### src/rtl/bus_ctrl_pkg.sv
// Shared types and decode helpers for the system bus cycle controller.
// Cycle-type encoding is {is_mem, is_write}, so bit 0 is the write flag.
package bus_ctrl_pkg;

   typedef enum logic [2:0] {
      IDLE = 3'd0,
      T1   = 3'd1,
      T2   = 3'd2,
      TW   = 3'd3,
      T3   = 3'd4,
      T4   = 3'd5
   } bus_state_t;

   typedef enum logic [1:0] {
      IO_READ   = 2'd0,
      IO_WRITE  = 2'd1,
      MEM_READ  = 2'd2,
      MEM_WRITE = 2'd3
   } cycle_type_t;

   function automatic cycle_type_t make_cycle_type(input logic is_io, input logic is_write);
      return cycle_type_t'({~is_io, is_write});
   endfunction

   // Returns {IOR_N, IOW_N, MEMR_N, MEMW_N}; all high unless the strobe window is open.
   function automatic logic [3:0] strobe_decode(input cycle_type_t ctype, input logic active);
      logic [3:0] s;
      s = 4'b1111;
      if (active) begin
         case (ctype)
            IO_READ:   s = 4'b0111;
            IO_WRITE:  s = 4'b1011;
            MEM_READ:  s = 4'b1101;
            MEM_WRITE: s = 4'b1110;
            default:   s = 4'b1111;
         endcase
      end
      return s;
   endfunction

endpackage

### src/rtl/bus_grant_arbiter.sv
// Combinational request arbiter: fixed lowest-index priority or rotating from ptr.
// Zero latency; the pointer register is owned by the caller.
module bus_grant_arbiter #(
   parameter int NUM_MASTERS = 2,
   parameter int PTR_W       = 1
) (
   input  logic [NUM_MASTERS-1:0] req,
   input  logic                   round_robin,
   input  logic [PTR_W-1:0]       ptr,
   output logic [NUM_MASTERS-1:0] winner,
   output logic [PTR_W-1:0]       next_ptr
);

   int   start_idx;
   int   cand;
   logic found;

   always_comb begin
      winner    = '0;
      next_ptr  = ptr;
      found     = 1'b0;
      cand      = 0;
      start_idx = round_robin ? int'(ptr) : 0;
      for (int k = 0; k < NUM_MASTERS; k++) begin
         cand = (start_idx + k) % NUM_MASTERS;
         if (!found && req[cand]) begin
            found          = 1'b1;
            winner[cand]   = 1'b1;
            next_ptr       = PTR_W'((cand + 1) % NUM_MASTERS);
         end
      end
   end

endmodule

### src/rtl/system_bus_controller.sv
// Multi-master 8088-style bus cycle controller: arbitrates, then runs T1-T4 with wait states.
// A granted cycle always runs to completion; READY low stretches it in TW indefinitely.
module system_bus_controller
   import bus_ctrl_pkg::*;
#(
   parameter int NUM_MASTERS     = 2,
   parameter int ADDR_WIDTH      = 20,
   parameter int DATA_WIDTH      = 8,
   parameter int IO_WAIT_STATES  = 1,
   parameter int MEM_WAIT_STATES = 0,
   parameter int MAX_WAIT        = 7,
   parameter int ROUND_ROBIN     = 0
) (
   input  logic                              clock,
   input  logic                              reset,
   input  logic                              cpu_clock_posedge,
   input  logic                              cpu_clock_negedge,
   input  logic [NUM_MASTERS-1:0]            req,
   input  logic [NUM_MASTERS-1:0]            req_write,
   input  logic [NUM_MASTERS-1:0]            req_io,
   input  logic [NUM_MASTERS*ADDR_WIDTH-1:0] req_addr,
   input  logic [NUM_MASTERS*DATA_WIDTH-1:0] req_wdata,
   input  logic                              READY,
   input  logic [DATA_WIDTH-1:0]             bus_data_in,
   output logic [NUM_MASTERS-1:0]            grant,
   output logic [NUM_MASTERS-1:0]            ack,
   output logic [DATA_WIDTH-1:0]             rdata,
   output logic [ADDR_WIDTH-1:0]             bus_address,
   output logic [DATA_WIDTH-1:0]             bus_data_out,
   output logic                              ALE,
   output logic                              IOR_N,
   output logic                              IOW_N,
   output logic                              MEMR_N,
   output logic                              MEMW_N,
   output logic                              IO_E,
   output logic                              R_OR_DT
);

   localparam int PTR_W = (NUM_MASTERS > 1) ? $clog2(NUM_MASTERS) : 1;
   localparam int CNT_W = (MAX_WAIT > 0) ? $clog2(MAX_WAIT + 1) : 1;

   if (IO_WAIT_STATES > MAX_WAIT || MEM_WAIT_STATES > MAX_WAIT) begin : g_bad_wait
      $error("wait-state parameter exceeds MAX_WAIT");
   end
   if (NUM_MASTERS < 1 || NUM_MASTERS > 8) begin : g_bad_masters
      $error("NUM_MASTERS must be 1..8");
   end

   bus_state_t               state_q, state_d;
   cycle_type_t              ctype_q, ctype_d;
   logic [NUM_MASTERS-1:0]   grant_q, grant_d;
   logic [NUM_MASTERS-1:0]   ack_q, ack_d;
   logic [DATA_WIDTH-1:0]    rdata_q, rdata_d;
   logic [ADDR_WIDTH-1:0]    addr_q, addr_d;
   logic [DATA_WIDTH-1:0]    wdata_q, wdata_d;
   logic [CNT_W-1:0]         cnt_q, cnt_d, cnt_dec;
   logic                     strobe_on_q, strobe_on_d;
   logic [PTR_W-1:0]         ptr_q, ptr_d;

   logic [NUM_MASTERS-1:0]   winner;
   logic [PTR_W-1:0]         next_ptr;
   logic [ADDR_WIDTH-1:0]    sel_addr;
   logic [DATA_WIDTH-1:0]    sel_wdata;
   logic                     sel_write, sel_io, load, is_read;

   bus_grant_arbiter #(
      .NUM_MASTERS (NUM_MASTERS),
      .PTR_W       (PTR_W)
   ) u_arb (
      .req         (req),
      .round_robin (ROUND_ROBIN != 0),
      .ptr         (ptr_q),
      .winner      (winner),
      .next_ptr    (next_ptr)
   );

   always_comb begin
      sel_addr  = '0;
      sel_wdata = '0;
      sel_write = 1'b0;
      sel_io    = 1'b0;
      for (int i = 0; i < NUM_MASTERS; i++) begin
         if (winner[i]) begin
            sel_addr  = req_addr[i*ADDR_WIDTH +: ADDR_WIDTH];
            sel_wdata = req_wdata[i*DATA_WIDTH +: DATA_WIDTH];
            sel_write = req_write[i];
            sel_io    = req_io[i];
         end
      end
   end

   assign is_read = (ctype_q == IO_READ) || (ctype_q == MEM_READ);

   always_comb begin
      state_d     = state_q;
      ctype_d     = ctype_q;
      grant_d     = grant_q;
      ack_d       = '0;
      rdata_d     = rdata_q;
      addr_d      = addr_q;
      wdata_d     = wdata_q;
      cnt_d       = cnt_q;
      strobe_on_d = strobe_on_q;
      ptr_d       = ptr_q;
      load        = 1'b0;
      cnt_dec     = (cnt_q != '0) ? cnt_q - CNT_W'(1) : '0;

      // Posedge work takes precedence, so a coincident negedge enable is dropped.
      case (state_q)
         IDLE: load = cpu_clock_posedge && (req != '0);
         T1:   if (cpu_clock_posedge) state_d = T2;
         T2: begin
            if (cpu_clock_posedge) state_d = (cnt_q == '0 && READY) ? T3 : TW;
            else if (cpu_clock_negedge) strobe_on_d = 1'b1;
         end
         TW: begin
            if (cpu_clock_posedge) begin
               cnt_d = cnt_dec;
               if (cnt_dec == '0 && READY) state_d = T3;
            end
         end
         T3: begin
            if (cpu_clock_posedge) begin
               ack_d       = grant_q;
               strobe_on_d = 1'b0;
               state_d     = T4;
               if (is_read) rdata_d = bus_data_in;
            end
         end
         T4: begin
            if (cpu_clock_posedge) begin
               grant_d = '0;
               state_d = IDLE;
               load    = (req != '0);
            end
         end
         default: state_d = IDLE;
      endcase

      // Starting straight from T4 gives back-to-back cycles with no idle clock.
      if (load) begin
         state_d = T1;
         grant_d = winner;
         addr_d  = sel_addr;
         wdata_d = sel_wdata;
         ctype_d = make_cycle_type(sel_io, sel_write);
         cnt_d   = sel_io ? CNT_W'(IO_WAIT_STATES) : CNT_W'(MEM_WAIT_STATES);
         ptr_d   = next_ptr;
      end
   end

   always_ff @(posedge clock) begin
      if (reset) begin
         state_q     <= IDLE;
         ctype_q     <= IO_READ;
         grant_q     <= '0;
         ack_q       <= '0;
         rdata_q     <= '0;
         addr_q      <= '0;
         wdata_q     <= '0;
         cnt_q       <= '0;
         strobe_on_q <= 1'b0;
         ptr_q       <= '0;
      end else begin
         state_q     <= state_d;
         ctype_q     <= ctype_d;
         grant_q     <= grant_d;
         ack_q       <= ack_d;
         rdata_q     <= rdata_d;
         addr_q      <= addr_d;
         wdata_q     <= wdata_d;
         cnt_q       <= cnt_d;
         strobe_on_q <= strobe_on_d;
         ptr_q       <= ptr_d;
      end
   end

   assign grant        = grant_q;
   assign ack          = ack_q;
   assign rdata        = rdata_q;
   assign bus_address  = addr_q;
   assign bus_data_out = wdata_q;
   assign ALE          = (state_q == T1);
   assign IO_E         = (state_q == T2) || (state_q == TW) || (state_q == T3);
   assign R_OR_DT      = is_read && (state_q != IDLE);
   assign {IOR_N, IOW_N, MEMR_N, MEMW_N} = strobe_decode(ctype_q, strobe_on_q);

endmodule

### config.mk
export PLATFORM = sky130hd
export DESIGN_NAME = system_bus_controller
export DESIGN_NICKNAME = d
export VERILOG_FILES = /design/src/rtl/bus_ctrl_pkg.sv /design/src/rtl/bus_grant_arbiter.sv /design/src/rtl/system_bus_controller.sv
export SDC_FILE = /design/constraint.sdc
export NUM_CORES = 1
export LEC_CHECK = 0
export BUFFER_PORTS_ARGS = -buffer_cell sky130_fd_sc_hd__clkbuf_2
export CORE_AREA = 4 4 77 79
export DETAILED_ROUTE_END_ITERATION = 7
export DIE_AREA = 0 0 81 83
export PLACE_DENSITY = 0.79
export SLEW_MARGIN = 20
export SYNTH_ARGS = -nofsm -noshare
export SYNTH_HDL_FRONTEND = slang
export SYNTH_SLANG_ARGS = --single-unit
### constraint.sdc
create_clock -name clock -period 3.2 [get_ports clock]
set_clock_uncertainty 0.05 [all_clocks]
set_input_delay 0.96 -clock clock [delete_from_list [all_inputs] [get_ports clock]]
set_output_delay 0.96 -clock clock [all_outputs]
set_load 0.01 [all_outputs]
==> results of run 1 <==
[synthesized netlist by cell type (all sizes together), types with 2 or more instances]
cell,instances,area [µm²]
a21oi,14,70.1
a211oi,5,37.5
nand3b,2,15.0
nor3,34,193
a31o,2,17.5
nand2,7,26.3
ha,2,25.0
a221oi,26,290
dfxtp,49,981
and3,2,12.5
a31oi,2,12.5
clkbuf,10,37.5
nor2,43,161
inv,6,22.5
nor2b,3,18.8
o22ai,3,18.8
buf,11,72.6
o211ai,3,22.5
mux2i,9,90.1
nand2b,7,43.8
o21ai,5,25.0
o31a,2,17.5
and2,3,18.8
[sequential cells by signal, summed over array words and instances, names as in the netlist]
signal / flops
bus_data_out: 8
ctype_q: 2
ack: 2
strobe_on_q: 1
rdata: 8
state_q: 3
grant: 2
bus_address: 20
cnt_q: 3
[kinds of logic (layout without fill, tap and decap cells)]
| family | after synthesis | after routing | synth area share |
|---|---|---|---|
| buffers and inverters | 27 | 140 | 0.0572 |
| AND/OR/NAND/NOR | 108 | 108 | 0.234 |
| AO/OA/AOI/OAI | 65 | 65 | 0.232 |
| flip-flops | 49 | 49 | 0.423 |
| multiplexers | 9 | 9 | 0.0389 |
| adder cells (fa/ha/maj) | 2 | 2 | 0.0108 |
| XOR/XNOR | 1 | 1 | 0.00378 |
[final timing paths]
check	end	start	depth (start not counted)	slack (ns)
worst max-delay path	ALE	state_q[0]$_SDFFE_PP0P_	3	0.77
worst min-delay path	bus_address[14]$_SDFFE_PP0P_	bus_address[14]$_SDFFE_PP0P_	2	0.45
worst max register to register	bus_address[0]$_SDFFE_PP0P_	state_q[1]$_SDFFE_PP0P_	4	1.17
worst min register to register	bus_address[14]$_SDFFE_PP0P_	bus_address[14]$_SDFFE_PP0P_	2	0.45
[final cells by class]
type	instances	area, µm²
fill	540	2310
multi-input combinational	185	1210
sequential	49	981
timing repair buffer	126	643
tap	72	90.1
clock buffer	7	76.3
inverter	6	22.5
clock inverter	1	7.51
[per-stage QoR]
stage / area, µm² / hold WS, ns / util
6_report: 3030 / 0.449 / 0.567
3_5_place_dp: 2940 / 0.436 / 0.551
3_3_place_gp: 2940 / 0.424 / 0.551
4_1_cts: 3030 / 0.449 / 0.567
2_1_floorplan: 2320 / 0.416 / -
5_1_grt: 3030 / 0.474 / 0.567
[per-layer routing]
metal  wire length (µm)  global-route usage
met5                  0                   0
met4                162              0.0691
met3                364              0.0369
met2               3130               0.329
met1               2710               0.255
[worst register-to-register path, delay by kind of cell, from the launching register on]
family / cells / cell delay (ns)
AO/OA/AOI/OAI: 1 / 0.32
AND/OR/NAND/NOR: 3 / 1.11
flip-flops: 1 / 0.43
[where the power goes]
part | internal, µW | switching, µW
Combinational | 126 | 158
Clock | 155 | 198
Sequential | 651 | 28.5
Total | 932 | 385
==> results.yml, run 1 <==
sta:
  layout_setup_ws_ns: 0.768
  final_min_period_over_clock_period: 0.760
  setup-tns-final_ns: 0
  final-setup-viol-count: 0
  worstMarginPinSlew_ns: 0.816
  timing.final.crit_period_ns: 2.43
  slew_headroom: 0.456
  max_clock_freq_mhz: 411
  rsz_0062_raised_after_global_routing: "false"
  final-hold-violation-count: 0
  report.final.slew_viol_count: 0
final_layout:
  mostFrequentLayoutCell: "sky130_fd_sc_hd__clkbuf_2"
  n_antenna_cell: 0
  nets: 450
  layout_common_cells: "121 x sky130_fd_sc_hd__clkbuf_2, 49 x sky130_fd_sc_hd__dfxtp_1, 43 x sky130_fd_sc_hd__nor2_1, 32 x sky130_fd_sc_hd__nor3_1, 16 x sky130_fd_sc_hd__a221oi_1"
  fraction_of_final_layout_cells_sized_beyond_drive_strength_1: 0.401
  area.growth.synth_to_final_pct: 30.6
  final-instance-count-excl-fill: 446
die:
  rows: 27
  floorplan.io_pins: 122
  initial_utilization: 0.434
  fp.dieW_um: 81
  placeable_area_mm2: 0.00534
  dieArea_mm2: 0.00672
  chip_height_um: 83
drt:
  post_drt_via_cell_ratio: 5.33
  drt-total-wl_mm: 6.37
  vias: 2379
  count_of_unresolved_drc_violations_after_routing: 0
  final_antenna_net_count: 0
  drtPass1Iterations: 4
  drt-wirelength-per-cell_um: 14.3
  drt-initial-drc-count: 107
worst_setup_path:
  cp_slowest_cell: "sky130_fd_sc_hd__dfxtp_1"
  critical_path_peak_fanout: 13
  path_cells: "inv_1 -> nor3_1 -> clkbuf_2"
  cp_slowest_stage_delay_ns: 0.57
  startpoint_type: "flip-flop"
  worst-endpoint-required_ns: 2.19
  timing.setup.critical_path_class: "flip-flop to output port"
  cp.arrival_ns: 1.42
  element_type_at_the_critical_path_end: "output port"
  timing.critical_path.max_delay_family: "flip-flops"
  cp_num_buf_inv: 2
logic_synthesis:
  synthesis_stage_register_bit_count: 49
  seq_area_frac_synth: 0.423
  synth-edff-count: 0
  synth.cell_area_mm2: 0.00232
  synth_ff_type: "sky130_fd_sc_hd__dfxtp_1"
  async_flop_share: 0
  post_synth_num_cell_types: 38
  postSynthAreaPerCell_um2: 8.88
  postSynthNetCount: 338
  synthesis.yosys.warnings: 0
  postSynthCellCount: 261
run_status:
  result_of_the_run: "complete, no violations"
place:
  placedCellCount: 438
  gp_congestion: 0.916
  io_buffers: 121
  placement.setup.worst_slack_ns: 0.571
  hpwl_mm: 4.82
pwr:
  power.total_uw: 1320
  ir_worst_vdd_mv: 0.222
  power.static_leakage_uw: 0.00135
  pwr_cell_area_mw_per_mm2: 435
clock_tree:
  cts_num_sinks: 49
  post-cts-setup-buffers: 0
  cts_hold_repair.buffers: 0
  cts.repair.resized: 0
  clock_latency_on_the_worst_skew_pair_ns: 0.29
  path_clk_slew_ns: 0.09
  clock_tree.htree_level_count: 2
  clock_tree_from_tritoncts: "done"
  clockBufferDepth: 2
  numCtsBuffers: 5
  clock_tree.root_cell: "sky130_fd_sc_hd__clkbuf_8"
global_routing:
  globalRoute.totalOverflow: 0
  antenna_found_initial: 0
  first_global_vias: 2395
  track_usage: 0.199
  grt_max_degree: 40
  first_pass_grt_wire_length_mm: 10.9
hold_path:
  hold_path.class: "flip-flop to flip-flop"
flow_run:
  cap_violations: 0
No activity file was read; power rests on OpenSTA's default activity.
==> run 2: changes to the inputs <==
--- a/config.mk
+++ b/config.mk
@@ -5,11 +5,12 @@
 export SDC_FILE = /design/constraint.sdc
 export NUM_CORES = 1
 export LEC_CHECK = 0
+export ABC_AREA = 1
 export BUFFER_PORTS_ARGS = -buffer_cell sky130_fd_sc_hd__clkbuf_2
-export CORE_AREA = 4 4 77 79
+export CORE_AREA = 4 4 79 81
 export DETAILED_ROUTE_END_ITERATION = 7
-export DIE_AREA = 0 0 81 83
-export PLACE_DENSITY = 0.79
+export DIE_AREA = 0 0 83 85
+export PLACE_DENSITY = 0.77
 export SLEW_MARGIN = 20
 export SYNTH_ARGS = -nofsm -noshare
 export SYNTH_HDL_FRONTEND = slang
==> constraint.sdc (replaced) <==
create_clock -name clock -period 2.29 [get_ports clock]
set_clock_uncertainty 0.05 [all_clocks]
set_input_delay 0.687 -clock clock [delete_from_list [all_inputs] [get_ports clock]]
set_output_delay 0.687 -clock clock [all_outputs]
set_load 0.01 [all_outputs]
==> run 2 against run 1 <==
Compared with the run above:
- global-route usage down 2.2 points
- core utilization up 0.36 points
- sequential power up 72%
- synthesized cell count up 22%
- flip-flop and latch count unchanged
- register-to-register slack worse by 0.67 ns
- via count up 3.4%
- routed wire length down 1.9%
- total power up 110%
- die area up 4.9%
- setup slack worse by 0.60 ns
- largest cell class unchanged
==> results.yml, run 2 <==
clock_tree:
  path_clk_slew_ns: 0.08
  clock_tree.root_cell: "sky130_fd_sc_hd__clkbuf_8"
  cts_hold_repair.buffers: 0
  cts.repair.resized: 0
  clock_latency_on_the_worst_skew_pair_ns: 0.29
  post-cts-setup-buffers: 0
  clock_tree_from_tritoncts: "done"
  clockBufferDepth: 2
  clock_tree.htree_level_count: 2
  numCtsBuffers: 5
  cts_num_sinks: 49
final_layout:
  n_antenna_cell: 0
  final-instance-count-excl-fill: 506
  fraction_of_final_layout_cells_sized_beyond_drive_strength_1: 0.359
  total_area_of_multi_input_combinational_cells_mm2: 0.00120
  mostFrequentLayoutCell: "sky130_fd_sc_hd__clkbuf_2"
  layout_common_cells: "121 x sky130_fd_sc_hd__clkbuf_2, 71 x sky130_fd_sc_hd__nor2_1, 49 x sky130_fd_sc_hd__dfxtp_1"
  nets: 510
  ff_latch_area_um2: 981
  final_util: 0.571
  area.growth.synth_to_final_pct: 28.1
  fillerInstances: 551
  largest_reg_flops: 20
worst_setup_path:
  worst-endpoint-required_ns: 1.55
  cp_slowest_stage_delay_ns: 0.48
  critical_path.startpoint: "state_q[2]$_SDFFE_PP0P_"
  timing.rr.end: "state_q[0]$_SDFFE_PP0P_"
  source_of_the_worst_register_to_register_timing_path: "state_q[1]$_SDFFE_PP0P_"
  regToRegSetupSlack_ns: 0.50
  worst_setup_path_endpoint: "IO_E"
  path_cells: "inv_4 -> nor2_2 -> inv_1 -> nand2_1 -> clkbuf_2"
  cp_slowest_cell: "sky130_fd_sc_hd__dfxtp_1"
  worst_r2r_path_depth: 7
  startpoint_type: "flip-flop"
  timing.setup.critical_path_class: "flip-flop to output port"
  critical_path_peak_fanout: 5
  element_type_at_the_critical_path_end: "output port"
  cp.arrival_ns: 1.39
die:
  chip_height_um: 85
  placeable_area_mm2: 0.00547
  floorplan.io_pins: 122
  fp.dieW_um: 83
  rows: 27
  dieArea_mm2: 0.00706
  initial_utilization: 0.446
pwr:
  pwr_cell_area_mw_per_mm2: 905
  power.clock.fraction: 0.171
  p_sw_uw: 1120
  pwr-share-comb: 0.415
  power_report.internal_total_uw: 1700
  seq_power_share: 0.414
  ir_worst_vdd_mv: 0.360
  power.static_leakage_uw: 0.00161
  switching_share: 0.397
place:
  hpwl_mm: 4.94
  gp_congestion: 0.839
  placedCellCount: 498
  io_buffers: 121
run_status:
  result_of_the_run: "complete, no violations"
logic_synthesis:
  yosys-top-cells-area: "sky130_fd_sc_hd__dfxtp_1 40%, sky130_fd_sc_hd__nor2_1 11%, sky130_fd_sc_hd__a22o_1 10%, sky130_fd_sc_hd__o21ai_1 5.5%, sky130_fd_sc_hd__inv_1 4.5%"
  postSynthAreaPerCell_um2: 7.64
  postSynthCellCount: 319
  synth-edff-count: 0
  synth.top_cell.area_share: 0.402
  synth_ff_type: "sky130_fd_sc_hd__dfxtp_1"
  synthesis.yosys.warnings: 0
  async_flop_share: 0
  yosysMostFrequentCell: "sky130_fd_sc_hd__nor2_1"
  synth.cell_area_mm2: 0.00244
  postSynthNetCount: 396
  post_synth_num_cell_types: 30
  synth.top_cells.by_count: "71 x sky130_fd_sc_hd__nor2_1, 49 x sky130_fd_sc_hd__dfxtp_1, 29 x sky130_fd_sc_hd__a22o_1, 29 x sky130_fd_sc_hd__inv_1, 29 x sky130_fd_sc_hd__nand2_1"
  synth_area_leader_cell: "sky130_fd_sc_hd__dfxtp_1"
  synthesis_stage_register_bit_count: 49
  seq_area_frac_synth: 0.402
sta:
  final-hold-violation-count: 0
  timing.final.crit_period_ns: 2.13
  final-setup-viol-count: 0
  worstMarginPinSlew_ns: 0.778
  rsz_0062_raised_after_global_routing: "false"
  slew_headroom: 0.479
  max_clock_freq_mhz: 470
  report.final.slew_viol_count: 0
  final_min_period_over_clock_period: 0.928
  setup-tns-final_ns: 0
flow_run:
  cap_violations: 0
hold_path:
  hold_path.class: "flip-flop to flip-flop"
drt:
  vias: 2459
  count_of_unresolved_drc_violations_after_routing: 0
  final_antenna_net_count: 0
  drt-initial-drc-count: 83
  drt-total-wl_mm: 6.25
  post_drt_via_cell_ratio: 4.86
  drtPass1Iterations: 4
  drt-wirelength-per-cell_um: 12.3
global_routing:
  first_global_vias: 2292
  first_pass_grt_wire_length_mm: 10.4
  antenna_found_initial: 0
  grt_max_degree: 34
  track_usage: 0.177
  globalRoute.totalOverflow: 0
run 2: layout make-up:
cell class / instances / share of cell area
Sequential cell: 49 / 0.314
Multi-Input combinational cell: 218 / 0.384
Clock buffer: 7 / 0.0244
Clock inverter: 1 / 0.00240
Tap cell: 72 / 0.0288
Timing Repair Buffer: 126 / 0.206
Inverter: 33 / 0.0405
run 2: worst max-delay path: cells and delay by family, from the launching register on:
family	cells	cell delay [ns]
buffers and inverters	3	0.34
flip-flops	1	0.48
AND/OR/NAND/NOR	2	0.27
run 2: cell families after synthesis:
family,share of synthesized area
adders and majority gates,0.0103
and+or+nand+nor,0.234
DFF,0.402
AOI/OAI and AO/OA,0.247
buffers and inverters,0.106
run 2: how the worst min path moves through the flow:
stage / start / endpoint / slack (ns) / depth (start not counted)
floorplan: cnt_q[1]$_SDFFE_PP0P_ / cnt_q[1]$_SDFFE_PP0P_ / 0.40 / 2
global placement: rdata[4]$_SDFFE_PP0P_ / rdata[4]$_SDFFE_PP0P_ / 0.38 / 2
detailed placement: rdata[1]$_SDFFE_PP0P_ / rdata[1]$_SDFFE_PP0P_ / 0.39 / 2
CTS: rdata[1]$_SDFFE_PP0P_ / rdata[1]$_SDFFE_PP0P_ / 0.40 / 2
global route: rdata[4]$_SDFFE_PP0P_ / rdata[4]$_SDFFE_PP0P_ / 0.42 / 2
finish: bus_address[18]$_SDFFE_PP0P_ / bus_address[18]$_SDFFE_PP0P_ / 0.40 / 2
run 2: power by group through the flow:
stage | registers, µW | clock network [µW] | logic [µW]
2_1_floorplan | 1250 | 0 | 799
3_3_place_gp | 1180 | 0 | 1160
3_5_place_dp | 1190 | 0 | 1180
4_1_cts | 1170 | 504 | 1180
5_1_grt | 1200 | 544 | 1320
6_report | 1170 | 483 | 1170
run 2: metal layers:
metal  GRT usage  up-vias  wire length (µm)  part of all wire
met2       0.294       93              2920              0.47
met1       0.219     1078              2730              0.44
met5           0        -                 0                 0
met3      0.0515        5               529             0.085
li1            -     1283                 -                 -
met4      0.0624        0                70             0.011
run 2: stage by stage:
| stage | power (µW) | worst slack (ns) | hold slack (ns) | instance area, µm² |
|---|---|---|---|---|
| global route | 3060 | 0.0358 | 0.419 | 3120 |
| CTS | 2860 | 0.157 | 0.405 | 3120 |
| global placement | 2350 | 0.423 | 0.381 | 3040 |
| finish | 2830 | 0.164 | 0.403 | 3120 |
| floorplan | 2050 | 0.590 | 0.404 | 2440 |
| detailed placement | 2370 | 0.396 | 0.393 | 3040 |
